[config.mk]
export PLATFORM = sky130hd
export DESIGN_NAME = div_unit
export DESIGN_NICKNAME = d
export VERILOG_FILES = /design/src/rtl/div_unit_pkg.sv /design/src/rtl/div_sub_step.sv /design/src/rtl/div_unit.sv
export SDC_FILE = /design/constraint.sdc
export NUM_CORES = 1
export LEC_CHECK = 0
export CAP_MARGIN = 0
export CELL_PAD_IN_SITES_DETAIL_PLACEMENT = 0
export CELL_PAD_IN_SITES_GLOBAL_PLACEMENT = 1
export CORE_MARGIN = 1
export CORE_UTILIZATION = 35
export DETAILED_ROUTE_END_ITERATION = 7
export GPL_TIMING_DRIVEN = 0
export PLACE_DENSITY_LB_ADDON = 0.25
export REMOVE_ABC_BUFFERS = 1
export SLEW_MARGIN = 20
export SYNTH_ARGS = -nofsm -noshare
export SYNTH_HDL_FRONTEND = slang
export SYNTH_SLANG_ARGS = --single-unit
[constraint.sdc]
create_clock -name clk -period 5.6 [get_ports clk]
set_input_delay 0.56 -clock clk [delete_from_list [all_inputs] [get_ports clk]]
set_output_delay 0.56 -clock clk [all_outputs]
set_load 0.1 [all_outputs]
[src/rtl/div_unit_pkg.sv]
// Shared widths, constants and FSM encodings for the radix-2 divider.
// Operand width defaults to 32; the result bus is twice that.
// Imported by div_unit and available to the HI/LO write path.
package div_unit_pkg;

  localparam int REG_BUS        = 32;
  localparam int DOUBLE_REG_BUS = 2 * REG_BUS;

  localparam logic [REG_BUS-1:0] ZERO_WORD = '0;

  localparam logic DIV_RESULT_READY     = 1'b1;
  localparam logic DIV_RESULT_NOT_READY = 1'b0;

  typedef enum logic [1:0] {
    DIV_FREE    = 2'b00,
    DIV_BY_ZERO = 2'b01,
    DIV_ON      = 2'b10,
    DIV_END     = 2'b11
  } div_state_t;

endpackage

[src/rtl/div_sub_step.sv]
// One restoring-division step: trial-subtract divisor from the shifted partial remainder.
// Purely combinational; the caller supplies the already-shifted remainder (DATA_W+1 bits).
// quo_bit=1 means the subtraction was kept, otherwise the remainder is restored.
module div_sub_step #(
  parameter int DATA_W = 32
) (
  input  logic [DATA_W:0]   rem_hi,
  input  logic [DATA_W-1:0] divisor,
  output logic [DATA_W-1:0] rem_next,
  output logic              quo_bit
);

  // Trial subtraction; the shifted remainder is always below 2*divisor, so a kept
  // difference always fits back into DATA_W bits.
  always_comb begin
    quo_bit  = (rem_hi >= {1'b0, divisor});
    rem_next = quo_bit ? DATA_W'(rem_hi - {1'b0, divisor}) : rem_hi[DATA_W-1:0];
  end

endmodule

[src/rtl/div_unit.sv]
// Multi-cycle radix-2 restoring divider (DIV/DIVU) feeding HI/LO: result_o = {rem, quo}.
// Latency: DATA_W cycles from the launch edge (1 cycle for a zero divisor); ready_o pulses once.
// No backpressure: start_i is only honoured while idle; busy_o stalls EX. Option macro: DIV_ANNUL_EN.
module div_unit
  import div_unit_pkg::*;
#(
  parameter int DATA_W = REG_BUS
) (
  input  logic                clk,
  input  logic                rst,
  input  logic                start_i,
  input  logic                signed_div_i,
  input  logic [DATA_W-1:0]   opdata1_i,
  input  logic [DATA_W-1:0]   opdata2_i,
  input  logic                annul_i,
  output logic [2*DATA_W-1:0] result_o,
  output logic                ready_o,
  output logic                busy_o
);

  localparam int               CNT_W    = $clog2(DATA_W);
  localparam logic [CNT_W-1:0] LAST_CNT = CNT_W'(DATA_W - 1);

  div_state_t state, state_n;

  logic [CNT_W-1:0]  counter;
  logic [DATA_W-1:0] rem_q;
  logic [DATA_W-1:0] quo_q;
  logic [DATA_W-1:0] divisor_q;
  logic              sign_q;
  logic              sign_r;
  logic              signed_q;

  logic [DATA_W-1:0] op1_mag;
  logic [DATA_W-1:0] op2_mag;
  logic [DATA_W-1:0] step_rem;
  logic              step_bit;
  logic [DATA_W-1:0] quo_raw;
  logic [DATA_W-1:0] quo_fin;
  logic [DATA_W-1:0] rem_fin;

`ifndef DIV_ANNUL_EN
  logic annul_unused;
  assign annul_unused = annul_i;
`endif

  div_sub_step #(.DATA_W(DATA_W)) u_step (
    .rem_hi   ({rem_q, quo_q[DATA_W-1]}),
    .divisor  (divisor_q),
    .rem_next (step_rem),
    .quo_bit  (step_bit)
  );

  // Operand magnitudes at launch and sign-corrected result of the final step.
  // Negating the most negative value wraps to itself, which is its correct unsigned magnitude.
  always_comb begin
    op1_mag = (signed_div_i && opdata1_i[DATA_W-1]) ? -opdata1_i : opdata1_i;
    op2_mag = (signed_div_i && opdata2_i[DATA_W-1]) ? -opdata2_i : opdata2_i;
    quo_raw = {quo_q[DATA_W-2:0], step_bit};
    quo_fin = (signed_q && sign_q) ? -quo_raw : quo_raw;
    rem_fin = (signed_q && sign_r) ? -step_rem : step_rem;
  end

  // FSM state register.
  always_ff @(posedge clk or posedge rst) begin
    if (rst) state <= DIV_FREE;
    else     state <= state_n;
  end

  // Next-state logic; an annul during a running division drops straight back to idle.
  always_comb begin
    state_n = state;
    case (state)
      DIV_FREE:    if (start_i) state_n = (opdata2_i == '0) ? DIV_BY_ZERO : DIV_ON;
      DIV_BY_ZERO: state_n = DIV_END;
      DIV_ON:      if (counter == LAST_CNT) state_n = DIV_END;
      DIV_END:     state_n = DIV_FREE;
      default:     state_n = DIV_FREE;
    endcase
`ifdef DIV_ANNUL_EN
    if (annul_i && (state == DIV_BY_ZERO || state == DIV_ON)) state_n = DIV_FREE;
`endif
  end

  // Datapath, step counter and registered outputs; result_o only changes on END entry.
  always_ff @(posedge clk or posedge rst) begin
    if (rst) begin
      counter   <= '0;
      rem_q     <= '0;
      quo_q     <= '0;
      divisor_q <= '0;
      sign_q    <= 1'b0;
      sign_r    <= 1'b0;
      signed_q  <= 1'b0;
      result_o  <= '0;
      ready_o   <= DIV_RESULT_NOT_READY;
      busy_o    <= 1'b0;
    end else begin
      ready_o <= (state_n == DIV_END) ? DIV_RESULT_READY : DIV_RESULT_NOT_READY;
      busy_o  <= (state_n == DIV_BY_ZERO) || (state_n == DIV_ON);
      case (state)
        DIV_FREE: begin
          if (start_i) begin
            counter   <= '0;
            rem_q     <= '0;
            quo_q     <= op1_mag;
            divisor_q <= op2_mag;
            sign_q    <= opdata1_i[DATA_W-1] ^ opdata2_i[DATA_W-1];
            sign_r    <= opdata1_i[DATA_W-1];
            signed_q  <= signed_div_i;
          end
        end
        DIV_ON: begin
          rem_q   <= step_rem;
          quo_q   <= quo_raw;
          counter <= counter + CNT_W'(1);
        end
        default: ;
      endcase
      if (state_n == DIV_END) begin
        result_o <= (state == DIV_ON) ? {rem_fin, quo_fin} : '0;
      end
    end
  end

endmodule
==> Flow_metrics.wiki, run 1 <==
{| class="wikitable"
! Metric !! Value
|-
| Final wirelength || 39.1 mm
|-
| Inserted Clock Buffers || 17
|-
| CORE AREA || 34700 sq um
|-
| Footprint of the multi-input gates || 7540 sq um
|-
| Setup TNS || 0 ns
|-
| ANT cells || 0
|-
| Sequential area share after synthesis || 34.7%
|-
| Run status || finished clean
|-
| Worst hold margin || 0.482 ns
|-
| CTS Buffer Depth || 2
|-
| Gr ovfl total || 0
|-
| Ratio of cells with drive above 1 in the final layout || 6.38%
|-
| Maximum number of pins on one net before global-route repair || 93
|-
| Clock latency of the later-clocked register in the worst-skew pair || 0.46 ns
|-
| Post-DP HPWL || 28.9 mm
|-
| Number of synthesized register bits || ~170
|-
| Ordered cell list for the critical path || ha_1 -> a21oi_1 -> o21ai_1 -> a2111oi_4 -> o211a_1 -> nand2_4 -> buf_16 -> inv_4 -> mux2i_1 -> ha_1 -> o211ai_1 -> nor4b_2 -> o211ai_2 -> o41ai_2 -> xor2_1 -> a22o_1
|-
| Slowest cell on the critical path || sky130_fd_sc_hd__nor4b_2
|-
| Routed WL per cell || 19.6 um
|-
| Final non-filler cell total || 1992
|-
| Count of H-tree levels built during CTS || 4
|-
| Total instance count after detailed placement || 1960
|-
| Required time at the endpoint of the critical path || 5.99 ns
|-
| Max Fclk || about 190 MHz
|-
| Post-detailed-route via-to-cell ratio || 5.67
|-
| Syn Std Cell Area || 12400 sq um
|-
| First-pass DRT Iterations || 6
|-
| Count of unique library cells instantiated by Yosys || 90
|-
| Largest delay contributor family on the critical path || compound AO/OA/AOI/OAI gates
|-
| Die area || 36200 sq um
|-
| Data arrival time of the worst path || 5.64 ns
|-
| Cell with the most instances after synthesis || sky130_fd_sc_hd__dfrtp_1
|-
| Wire length of the first global-routing pass || 62.8 mm
|-
| Worst setup EP type || flip-flop
|-
| Number of nets with antenna violations after routing || 0
|-
| Overall global routing resource usage || 22.2%
|-
| Kind of start point of the critical path || flip-flop
|-
| Via count || 11287
|-
| Worst path most repeated cell || sky130_fd_sc_hd__ha_1
|-
| Initial core utilization || 35.8%
|-
| Largest fanout on the critical path || 56
|-
| Number of input and output port buffers inserted || 133
|-
| Max Cap Violations || 0
|-
| Gpl congestion || 0.905
|-
| Number of antenna violations at the first check in global routing || 0
|-
| Total number of nets in the final design || 1636
|-
| CTS tree || built
|-
| Synth top area cells || sky130_fd_sc_hd__dfrtp_1 (35%), sky130_fd_sc_hd__xnor2_1 (5.2%), sky130_fd_sc_hd__o21ai_0 (4.7%)
|-
| Synth cell count leaders || sky130_fd_sc_hd__dfrtp_1 (172), sky130_fd_sc_hd__nand2_1 (152), sky130_fd_sc_hd__o21ai_0 (116)
|-
| Layout Utilization || 42.7%
|-
| FILL cells || 3480
|-
| Final setup vio count || 0
|-
| Clock-pin slew reported for the worst setup and hold paths after clock tree synthesis || 0.08 ns
|-
| Number of buffer and inverter instances along the worst setup path || 2
|-
| Number of hold-repair buffers added at the cts stage || 0
|-
| Biggest area consumer among synthesized cells || sky130_fd_sc_hd__dfrtp_1
|-
| Die extent in x || 190 um
|-
| Post-Synthesis Mean Instance Area || ~8.5 sq um
|-
| Row count || 68
|-
| Sinks on Clock Net || roughly 170
|-
| Number of violations reported at the end of detailed-routing iteration 0 || 836
|-
| Chip height || 190 um
|-
| Number of global-route vias before repair || 10966
|-
| Maximum single-stage delay on the critical path || 0.49 ns
|-
| Transition time at the pin with the least slew margin || 1.08 ns
|-
| Critical path start-end classification || reg -> reg
|-
| Number of top-level pins || 135
|-
| Setup Skew || ~0.017 ns
|-
| Post-route DRC violation count || 0
|-
| Root buf cell || sky130_fd_sc_hd__clkbuf_16
|-
| Area grow syn2layout || 19.3%
|-
| Period Utilization, post-route || 93.7%
|-
| Post-CTS Repair Setup Buffers || 0
|-
| Min Clock Period, post-route || 5.25 ns
|-
| Max-slew violation count || 0
|-
| Worst-case headroom to the max-slew limit || between 20% and 30%
|-
| Synth top area share || 34.7%
|-
| Primary flip-flop cell chosen by synthesis mapping || sky130_fd_sc_hd__dfrtp_1
|-
| Number of instances in the synthesized netlist || roughly 1500
|-
| Number of enable-type register cells in the synthesized netlist || 0
|-
| Register area || 4300 sq um
|-
| Setup repair after global routing missed its margin || false
|-
| Class of the worst hold path || reg -> reg
|-
| Count of synthesis-stage warnings from yosys || 0
|-
| Ys async rst share || between 90% and 100%
|-
| Fin. Hold Viols || 0
|}
[sequential cells by signal (all words and copies together), names as in the netlist]
| name | flops |
|---|---|
| sign_r | 1 |
| state | 2 |
| sign_q | 1 |
| quo_q | 32 |
| divisor_q | 32 |
| signed_q | 1 |
| busy_o | 1 |
| counter | 5 |
| ready_o | 1 |
| result_o | 64 |
| rem_q | 32 |
[layout by cell type, fill, tap and decap left out, types with 6 or more instances in the layout]
cell | netlist | routed
sky130_fd_sc_hd__buf_16 | 0 | 6
sky130_fd_sc_hd__a31oi_1 | 16 | 16
sky130_fd_sc_hd__inv_1 | 65 | 63
sky130_fd_sc_hd__o21ai_0 | 116 | 115
sky130_fd_sc_hd__xnor2_1 | 74 | 74
sky130_fd_sc_hd__mux2_2 | 8 | 8
sky130_fd_sc_hd__nor3_1 | 39 | 38
sky130_fd_sc_hd__nor2_1 | 97 | 96
sky130_fd_sc_hd__a22oi_1 | 6 | 6
sky130_fd_sc_hd__a21oi_1 | 110 | 110
sky130_fd_sc_hd__nand4_1 | 24 | 24
sky130_fd_sc_hd__a22o_1 | 55 | 55
sky130_fd_sc_hd__a211oi_1 | 9 | 9
sky130_fd_sc_hd__or3_1 | 13 | 13
sky130_fd_sc_hd__o211ai_1 | 9 | 9
sky130_fd_sc_hd__nand2b_1 | 14 | 14
sky130_fd_sc_hd__nor4_1 | 17 | 16
sky130_fd_sc_hd__clkdlybuf4s50_1 | 0 | 133
sky130_fd_sc_hd__o31ai_1 | 18 | 18
sky130_fd_sc_hd__and2_1 | 9 | 8
sky130_fd_sc_hd__mux2i_1 | 18 | 18
sky130_fd_sc_hd__or4_1 | 9 | 9
sky130_fd_sc_hd__ha_1 | 42 | 38
sky130_fd_sc_hd__o2bb2ai_1 | 6 | 6
sky130_fd_sc_hd__dfrtp_1 | 172 | 172
sky130_fd_sc_hd__nand3_1 | 23 | 23
sky130_fd_sc_hd__o21a_1 | 7 | 7
sky130_fd_sc_hd__xor2_1 | 60 | 60
sky130_fd_sc_hd__o21ai_1 | 14 | 13
sky130_fd_sc_hd__clkbuf_16 | 0 | 17
sky130_fd_sc_hd__a21o_1 | 11 | 11
sky130_fd_sc_hd__o41ai_1 | 7 | 7
sky130_fd_sc_hd__o22ai_1 | 35 | 35
sky130_fd_sc_hd__nand2_1 | 152 | 149
sky130_fd_sc_hd__and3_1 | 10 | 10
[routing by layer]
layer / global-route usage, % / wire, um / share of wire [%] / vias up
met5: 0 / 0 / 0 / -
met4: 7.05 / 915 / 2.3 / 0
met3: 3.02 / 1710 / 4.4 / 46
met2: 35.6 / 18100 / 46 / 288
met1: 30.8 / 18400 / 47 / 5519
li1: - / - / - / 5434
[logic make-up after synthesis]
family | after synthesis | synth area share [%]
AO/OA/AOI/OAI | 483 | 26.5
XOR/XNOR | 134 | 9.45
adder cells (fa/ha/maj) | 43 | 4.39
buffers and inverters | 154 | 5.25
flip-flops | 172 | 34.7
multiplexers | 27 | 2.36
AND/OR/NAND/NOR | 440 | 17.4
[layout make-up]
cell class,instances,area share [%]
inverter,67,1.78
sequential,172,29.0
clock inverter,15,1.50
multi-input combinational,1127,50.9
tap,455,3.84
timing repair buffer,139,10.1
clock buffer,17,2.87
[worst paths after layout]
| path | from | end | slack (ns) | depth (start not counted) |
|---|---|---|---|---|
| setup / recovery | rem_q[17] | result_o[54] | 0.35 | 16 |
| hold / removal | divisor_q[29] | divisor_q[29] | 0.48 | 2 |
| setup reg to reg | rem_q[17] | result_o[54] | 0.35 | 16 |
| hold reg to reg | divisor_q[29] | divisor_q[29] | 0.48 | 2 |
| max in group asynchronous | rst | divisor_q[1] | 4.10 | 3 |
| min in group asynchronous | rst | result_o[11] | 0.59 | 2 |
[what timing repair did]
action / CTS / global route
endpoints found under the setup margin: 1 / 9
pin swaps: 0 / 1
gates resized for setup: 1 / 6
[stage by stage]
stage | instance area (sq um) | setup WS [ns]
after detailed placement | 14100 | -0.363
after floorplan | 12000 | -0.325
final | 14800 | 0.351
after global routing | 14800 | 0.00446
after CTS | 14800 | 0.101
after global placement | 13900 | -4.49
[worst reg2reg max path: cells and delay by family, from the launching register on]
family / cells / cell delay (ns)
AO/OA/AOI/OAI: 8 / 2.15
multiplexers: 1 / 0.33
XOR/XNOR: 1 / 0.29
buffers and inverters: 2 / 0.57
flip-flops: 1 / 0.46
adder cells (fa/ha/maj): 2 / 0.78
AND/OR/NAND/NOR: 2 / 0.57
Power of run 1 is not shown: default switching activity piles up to over one toggle a cycle in this logic, so the estimate is an artifact.
==> run 2, diff against run 1 <==
MAX_ROUTING_LAYER = met4   (was default)
==> Flow_metrics.wiki, run 2 (same netlist as run 1, synthesis figures left out) <==
{| class="wikitable"
! Metric !! Value
|-
| Run status || finished clean
|-
| Data arrival time of the worst path || 5.71 ns (+0.07 ns)
|-
| Gr ovfl total || 0 (unchanged)
|-
| Wire length of the first global-routing pass || 61.2 mm (-2.5%)
|-
| Overall global routing resource usage || 22.3% (+0.046 points)
|-
| Period Utilization, post-route || 94.8% (+1.1 points)
|-
| Final setup vio count || 0 (unchanged)
|-
| Clock latency of the later-clocked register in the worst-skew pair || 0.46 ns (about the same)
|-
| Count of H-tree levels built during CTS || 4 (unchanged)
|-
| Worst-case headroom to the max-slew limit || 27.2% (-0.60 points)
|-
| Max Fclk || 188 MHz (-1.1%)
|-
| Critical path start-end classification || reg -> reg
|-
| First-pass DRT Iterations || 5 (-1)
|-
| Min Clock Period, post-route || 5.31 ns (+0.0599 ns)
|-
| ANT cells || 0 (unchanged)
|-
| Chip height || 190 um (unchanged)
|-
| Inserted Clock Buffers || 17 (unchanged)
|-
| Max Cap Violations || 0 (unchanged)
|-
| Required time at the endpoint of the critical path || 6.00 ns (about the same)
|-
| Number of input and output port buffers inserted || 133 (unchanged)
|-
| Highest-count cells in the layout ignoring fill and taps || sky130_fd_sc_hd__dfrtp_1 (172), sky130_fd_sc_hd__nand2_1 (149), sky130_fd_sc_hd__clkdlybuf4s50_1 (133)
|-
| FILL cells || 3522 (+1.2%)
|-
| Transition time at the pin with the least slew margin || 1.09 ns (+0.00553 ns)
|-
| Worst hold margin || 0.479 ns (-0.00300 ns)
|-
| Sinks on Clock Net || 172 (unchanged)
|-
| Gpl congestion || 0.899 (-0.70%)
|-
| Number of global-route vias before repair || 10842 (-1.1%)
|-
| Initial core utilization || 35.8% (unchanged)
|-
| Post-CTS Repair Setup Buffers || 0 (unchanged)
|-
| Routed WL per cell || 19.5 um (-0.79%)
|-
| Place WS || -0.255 ns (+0.108 ns)
|-
| Root buf cell || sky130_fd_sc_hd__clkbuf_16
|-
| Via count || 11239 (-0.43%)
|-
| Die area || 36200 sq um (unchanged)
|-
| Total number of nets in the final design || 1638 (+0.12%)
|-
| Layout Utilization || 42.7% (about the same)
|-
| Setup Skew || 0.0144 ns (-0.00239 ns)
|-
| Max reg flops || 64 (unchanged)
|-
| Number of top-level pins || 135 (unchanged)
|-
| Fin. Hold Viols || 0 (unchanged)
|-
| Maximum number of pins on one net before global-route repair || 97 (+4.3%)
|-
| Number of antenna violations at the first check in global routing || 0 (unchanged)
|-
| Worst setup EP type || flip-flop
|-
| Most common cell after layout, fill and taps aside || sky130_fd_sc_hd__dfrtp_1
|-
| Largest fanout on the critical path || 46 (-18%)
|-
| Class of the worst hold path || reg -> reg
|-
| Number of nets with antenna violations after routing || 0 (unchanged)
|-
| Clock-pin slew reported for the worst setup and hold paths after clock tree synthesis || 0.08 ns (about the same)
|-
| Number of violations reported at the end of detailed-routing iteration 0 || 861 (+3.0%)
|-
| CTS Buffer Depth || 2 (unchanged)
|-
| Post-DP HPWL || 28.7 mm (-0.70%)
|-
| Die extent in x || 190 um (unchanged)
|-
| Largest register by flop count || result_o
|-
| Area grow syn2layout || 19.3% (about the same)
|-
| Kind of start point of the critical path || flip-flop
|-
| Row count || 68 (unchanged)
|-
| Ratio of cells with drive above 1 in the final layout || 6.37% (about the same)
|-
| Post-route DRC violation count || 0 (unchanged)
|-
| CTS tree || built
|-
| Post-detailed-route via-to-cell ratio || 5.64 (-0.48%)
|-
| Max-slew violation count || 0 (unchanged)
|-
| Final wirelength || 38.8 mm (-0.74%)
|-
| CORE AREA || 34700 sq um (unchanged)
|-
| Final worst setup slack || 0.291 ns (-0.0599 ns)
|}
run 2: cell count changes in the layout (fill, tap and decap cells not counted):
cell,before,now
sky130_fd_sc_hd__buf_16,6,8
sky130_fd_sc_hd__bufinv_16,3,2
sky130_fd_sc_hd__clkbuf_1,0,1
sky130_fd_sc_hd__clkinv_4,0,1
sky130_fd_sc_hd__clkinv_8,3,0
sky130_fd_sc_hd__inv_4,2,1
sky130_fd_sc_hd__inv_6,3,7
sky130_fd_sc_hd__inv_8,5,3
sky130_fd_sc_hd__nand2b_1,14,13
sky130_fd_sc_hd__nand2b_2,0,1
sky130_fd_sc_hd__nor3_1,38,39
sky130_fd_sc_hd__nor3_2,1,0
run 2: final timing paths:
| kind | startpoint | to | depth (start not counted) | slack (ns) |
|---|---|---|---|---|
| worst max-delay path | rem_q[7] | result_o[54] | 16 | 0.29 |
| worst min-delay path | divisor_q[29] | divisor_q[29] | 2 | 0.48 |
| worst max register to register | rem_q[7] | result_o[54] | 16 | 0.29 |
| worst min register to register | divisor_q[29] | divisor_q[29] | 2 | 0.48 |
| max in group asynchronous | rst | rem_q[5] | 4 | 4.19 |
| min in group asynchronous | rst | quo_q[4] | 3 | 0.62 |
run 2: area by class of cell:
cell class | instances | area [sq um] | area share [%]
Clock buffer | 18 | 429 | 2.90
Multi-Input combinational cell | 1127 | 7540 | 50.9
Sequential cell | 172 | 4300 | 29.1
Tap cell | 455 | 569 | 3.84
Inverter | 67 | 267 | 1.80
Timing Repair Buffer | 141 | 1550 | 10.5
Clock inverter | 13 | 156 | 1.06
run 2: stage by stage:
step / setup TNS [ns] / area [sq um] / std cells
floorplan: -1.40 / 12000 / 1366
global placement: -664.49 / 13900 / 1954
detailed placement: -1.25 / 14200 / 1962
CTS: 0 / 14800 / 1993
global route: -0.00859 / 14800 / 1993
finish: 0 / 14800 / 1993
run 2: worst max-delay path, stage by stage, from the launching register on:
cell and delay [ns]:
sky130_fd_sc_hd__dfrtp_1 0.56, sky130_fd_sc_hd__ha_2 0.43, sky130_fd_sc_hd__a21oi_2 0.23, sky130_fd_sc_hd__o21ai_2 0.13, sky130_fd_sc_hd__a221o_1 0.38, sky130_fd_sc_hd__o21ai_1 0.24, sky130_fd_sc_hd__nand2_4 0.20, sky130_fd_sc_hd__buf_16 0.26
sky130_fd_sc_hd__inv_6 0.26, sky130_fd_sc_hd__mux2i_1 0.37, sky130_fd_sc_hd__ha_1 0.37, sky130_fd_sc_hd__o211ai_1 0.22, sky130_fd_sc_hd__nor4b_2 0.47, sky130_fd_sc_hd__o211ai_2 0.20, sky130_fd_sc_hd__o41ai_2 0.42, sky130_fd_sc_hd__xor2_1 0.31
sky130_fd_sc_hd__a22o_1 0.17
run 2: what timing repair did:
action                                  4_1_cts  5_1_grt
hold buffers                                  0        0
resized for setup                             1        6
endpoints found under the setup margin        2       10
run 2: routing by layer:
metal / GRT usage, % / part of all wire [%] / up-vias / wire length (um)
li1: - / - / 5461 / -
met1: 30.1 / 48 / 5464 / 18500
met2: 34.7 / 46 / 270 / 17800
met3: 3.11 / 4.4 / 44 / 1690
met4: 6.06 / 2.0 / 0 / 774
met5: - / 0 / - / 0
Power of run 2 is left out for the same reason.
